`src/rtl/mux_rr_sequencer_if.sv`:
```
// Handshake bundle between the round-robin sequencer and its neighbours.
// Carries source req/ack, mux sel/data and the valid/ready output stream.
interface mux_rr_sequencer_if #(
  parameter int WIDTH = 4
);
  logic [3:0]       req;
  logic [3:0]       ack;
  logic [1:0]       sel;
  logic [WIDTH-1:0] mux_in;
  logic [WIDTH-1:0] out_data;
  logic             out_valid;
  logic             out_ready;
  logic             busy;

  modport slave (
    input  req,
    input  mux_in,
    input  out_ready,
    output ack,
    output sel,
    output out_data,
    output out_valid,
    output busy
  );

  modport master (
    output req,
    output mux_in,
    output out_ready,
    input  ack,
    input  sel,
    input  out_data,
    input  out_valid,
    input  busy
  );
endinterface

```
`src/rtl/mux_rr_sequencer.sv`:
```
// Round-robin sequencer driving a 4:1 mux select and capturing its output.
// Ports: clk, rst (async high), bus (req/ack, sel/mux_in, out valid/ready, busy).
module mux_rr_sequencer #(
  parameter int WIDTH = 4
) (
  input  logic                clk,
  input  logic                rst,
  mux_rr_sequencer_if.slave   bus
);

  typedef enum logic [1:0] {
    IDLE,
    SAMPLE,
    HOLD
  } state_t;

  state_t           state, state_n;
  logic [1:0]       ptr, ptr_n;
  logic [1:0]       sel, sel_n;
  logic [WIDTH-1:0] data, data_n;
  logic             valid, valid_n;

  // First requester at or after p, wrapping modulo 4.
  function automatic logic [1:0] pick(
    input logic [3:0] r,
    input logic [1:0] p
  );
    logic [1:0] idx;
    pick = p;
    for (int k = 3; k >= 0; k--) begin
      idx = p + 2'(k);
      if (r[idx]) pick = idx;
    end
  endfunction

  always_ff @(posedge clk or posedge rst) begin
    if (rst) begin
      state <= IDLE;
      ptr   <= 2'd0;
      sel   <= 2'd0;
      data  <= '0;
      valid <= 1'b0;
    end else begin
      state <= state_n;
      ptr   <= ptr_n;
      sel   <= sel_n;
      data  <= data_n;
      valid <= valid_n;
    end
  end

  always_comb begin
    state_n = state;
    ptr_n   = ptr;
    sel_n   = sel;
    data_n  = data;
    valid_n = valid;
    unique case (state)
      IDLE: begin
        if (|bus.req) begin
          sel_n   = pick(bus.req, ptr);
          state_n = SAMPLE;
        end
      end
      SAMPLE: begin
        data_n  = bus.mux_in;
        valid_n = 1'b1;
        ptr_n   = sel + 2'd1;
        state_n = HOLD;
      end
      HOLD: begin
        if (bus.out_ready) begin
          valid_n = 1'b0;
          if (|bus.req) begin
            // ptr already advanced past the previous grant
            sel_n   = pick(bus.req, ptr);
            state_n = SAMPLE;
          end else begin
            state_n = IDLE;
          end
        end
      end
      default: state_n = IDLE;
    endcase
  end

  // ack comes only from registered state, so it cannot glitch
  assign bus.ack       = (state == SAMPLE) ? (4'b0001 << sel) : 4'b0000;
  assign bus.sel       = sel;
  assign bus.out_data  = data;
  assign bus.out_valid = valid;
  assign bus.busy      = (state != IDLE);

endmodule

```
`src/flat_wrapper.sv`:
```
// flat-port wrapper written by rule: the top's interface ports become plain ports
module mux_rr_sequencer_flat 
#(
  parameter int WIDTH = 4
)
  (clk, rst, bus_req, bus_mux_in, bus_out_ready, bus_ack, bus_sel, bus_out_data, bus_out_valid, bus_busy);
  mux_rr_sequencer_if #(.WIDTH(WIDTH)) bus_i ();
  input  logic clk;
  input  logic rst;
  input wire logic [$bits(bus_i.req)-1:0] bus_req;
  input wire logic [$bits(bus_i.mux_in)-1:0] bus_mux_in;
  input wire logic [$bits(bus_i.out_ready)-1:0] bus_out_ready;
  output wire logic [$bits(bus_i.ack)-1:0] bus_ack;
  output wire logic [$bits(bus_i.sel)-1:0] bus_sel;
  output wire logic [$bits(bus_i.out_data)-1:0] bus_out_data;
  output wire logic [$bits(bus_i.out_valid)-1:0] bus_out_valid;
  output wire logic [$bits(bus_i.busy)-1:0] bus_busy;
  assign bus_i.req = bus_req;
  assign bus_i.mux_in = bus_mux_in;
  assign bus_i.out_ready = bus_out_ready;
  assign bus_ack = bus_i.ack;
  assign bus_sel = bus_i.sel;
  assign bus_out_data = bus_i.out_data;
  assign bus_out_valid = bus_i.out_valid;
  assign bus_busy = bus_i.busy;
  mux_rr_sequencer #(.WIDTH(WIDTH)) u_core (.clk(clk), .rst(rst), .bus(bus_i));
endmodule
```
`config.mk`:
```
export PLATFORM = sky130hd
export DESIGN_NAME = mux_rr_sequencer_flat
export DESIGN_NICKNAME = d
export VERILOG_FILES = /design/src/rtl/mux_rr_sequencer_if.sv /design/src/rtl/mux_rr_sequencer.sv /design/src/flat_wrapper.sv
export SDC_FILE = /design/constraint.sdc
export NUM_CORES = 1
export LEC_CHECK = 0
export ABC_AREA = 1
export BUFFER_PORTS_ARGS = -buffer_cell sky130_fd_sc_hd__buf_2
export CORE_MARGIN = 2
export CORE_UTILIZATION = 40
export CTS_CLUSTER_SIZE = 28
export DETAILED_ROUTE_END_ITERATION = 12
export PLACE_DENSITY = 0.71
export SETUP_SLACK_MARGIN = 0.4
export SYNTH_ARGS = -nofsm -noshare
export SYNTH_HDL_FRONTEND = slang
export SYNTH_SLANG_ARGS = --single-unit
```
`constraint.sdc`:
```
create_clock -name clk -period 3.2 [get_ports clk]
set_input_delay 0.32 -clock clk [delete_from_list [all_inputs] [get_ports clk]]
set_output_delay 0.32 -clock clk [all_outputs]
set_load 0.05 [all_outputs]
```
==> results.py <==
metrics = {
    "min_path": {
        "hold_class": "input pin to async pin",
    },
    "die": {
        "io_pins": 23,
        "fp.dieW_um": 47.4,
        "core_area_um2": 1750,
        "die_height_um": 47.4,
        "rows": 15,
        "die_area_um2": 2250,
        "start_util_pct": 43.2,
    },
    "placement": {
        "dpl.hpwl_um": 1190,
        "numPortBuffers": 22,
        "gp_congestion": 0.781,
    },
    "final_layout": {
        "num_antenna_cells": 0,
        "area_delta_synth_final_pct": 20.8,
        "final_cell_mix": "nand2_1, buf_2, inv_1, dfrtp_1, nand3_1",
        "mostFrequentLayoutCell": "nand2_1",
        "drive_gt1_share_pct": 30.1,
        "fin_nets": 149,
        "nFillCells": 192,
    },
    "worst_setup_path": {
        "crit_fanout": 10,
        "critical_path_depth": 5,
        "crit_slowest_cell": "dfrtp_1",
        "path_buf_inv": 3,
        "cp_top_family": "buffers and inverters",
        "required_ns": 2.88,
        "ff2ff_setup_slack_ns": 1.79,
        "start_kind": "flip-flop",
        "endpoint_kind": "output port",
        "critPathMaxStageDelay_ns": 0.36,
        "path_class": "flip-flop to output port",
        "arrival_ns": 1.50,
        "cp_cell_sequence": "inv_1, nor2_2, inv_2, nor2_1, buf_2",
        "rr_worst_depth": 9,
    },
    "synth": {
        "synth.area.top_cells": "dfrtp_1, nand2_1, inv_1",
        "ys.warnings.count": 0,
        "synth.avg_cell_area_um2": 6.97,
        "syn-num-nets": 123,
        "synth_top_area_share_pct": 36.5,
        "synth_area_leader_cell": "dfrtp_1",
        "synth_cell_types": 18,
        "synthCells": 108,
        "synth-seq-area-share_pct": 36.5,
        "synth-seq-cells": 11,
        "netlist_area_um2": 753,
    },
    "global_route": {
        "grt_pass1_vias": 588,
        "grt_start_max_net_pins": 12,
        "grt_usage_pct": 15.0,
        "overflow": 0,
        "antenna_found_initial": 0,
        "grt_first_pass_wirelength_um": 2360,
    },
    "clocking": {
        "clock_path_buffers": 2,
        "cts_sinks": 11,
        "cts_tree": "built",
        "cts_buffers": 3,
        "clkTransAtPathRegs_ns": 0.07,
        "root_buffer": "clkbuf_4",
        "htree_num_levels": 1,
        "cts_resized": 0,
        "hold_buffers": 0,
        "cts_setup_buffers": 0,
        "clk_latency_ns": 0.27,
    },
    "timing": {
        "max_freq_mhz": 548,
        "final.min_clock_period_ns": 1.82,
        "hold_violations": 0,
        "tns_ns": 0,
        "relSlewSlack_pct": 70.2,
        "rsz0062_at_grt": "false",
        "slew_violations": 0,
        "tightest_slew_ns": 0.448,
        "skew_ns": 0.00248,
        "finalSetupViolations": 0,
        "fin_crit_sh_pct": 57.0,
    },
    "detailed_routing": {
        "wl_per_cell_um": 9.18,
        "first_pass_iters": 4,
        "num_vias": 714,
        "drtIter0Drc": 10,
        "drcViolationCount": 0,
        "antenna_left": 0,
        "drt_wl_total_um": 1450,
        "post_drt_via_cell_ratio": 4.52,
    },
    "job": {
        "maxCapViolCount": 0,
    },
    "run_status": {
        "status": "completed",
    },
}
==> metal layers <==
metal	routed length, µm	share of wire, %	up-vias	global-route usage, %
met4	0	0	0	3.33
met1	681	47	315	19.4
met3	64	4.4	0	6.15
met2	706	49	20	23.5
met5	0	0	-	0
li1	-	-	379	-
==> final cells by class <==
type | instances | area [µm²] | area share, %
clock buffers | 4 | 26.3 | 2.89
inverters | 20 | 96.3 | 10.6
multi-input cells | 76 | 370 | 40.7
flip-flops and latches | 11 | 275 | 30.3
well taps | 25 | 31.3 | 3.44
repair buffers | 22 | 110 | 12.1
==> stage by stage <==
stage	hold WS, ns	instances	setup WS, ns	instance area, µm²	utilization (%)
after floorplan	0.172	108	1.29	753	-
after global placement	0.323	154	1.70	883	50.6
after detailed placement	0.330	154	1.66	883	50.6
after CTS	0.0382	158	1.36	910	52.1
after global routing	0.0638	158	1.21	910	52.1
final	0.0299	158	1.38	910	52.1
==> cells in the mapped netlist (all sizes together) <==
library cell and instances:
nand2 48, inv 19, dfrtp 11, nand3 8, o21ai 7, nor2 5
ha 4, a21oi 2, buf 1, bufinv 1, nand4 1, or2 1
==> worst paths after layout <==
check | from | endpoint
hold reg to reg | u_core.bus.out_data[1]$_DFFE_PP0P_ | u_core.bus.out_data[1]$_DFFE_PP0P_
setup / recovery | u_core.state[0]$_DFFE_PP0P_ | bus_ack[3]
min in group clk | bus_mux_in[1] | u_core.bus.out_data[1]$_DFFE_PP0P_
max in group asynchronous | rst | u_core.state[0]$_DFFE_PP0P_
setup reg to reg | u_core.ptr[0]$_DFFE_PP0P_ | u_core.bus.sel[0]$_DFFE_PP0P_
hold / removal | rst | u_core.bus.out_data[3]$_DFFE_PP0P_
==> sequential cells by signal, summed over array words and instances, names as in the netlist <==
register and flops:
u_core.bus.out_data 4, u_core.bus.out_valid 1, u_core.bus.sel 2, u_core.ptr 2
u_core.state 2
==> kinds of logic after synthesis <==
| family | synth area share (%) |
|---|---|
| AND/OR/NAND/NOR | 36.0 |
| buffers and inverters | 14.3 |
| flip-flops | 36.5 |
| AO/OA/AOI/OAI | 6.48 |
| adder cells (fa/ha/maj) | 6.64 |
Power is not shown: default switching activity piles up to over one toggle a cycle in this logic, so the estimate is an artifact.
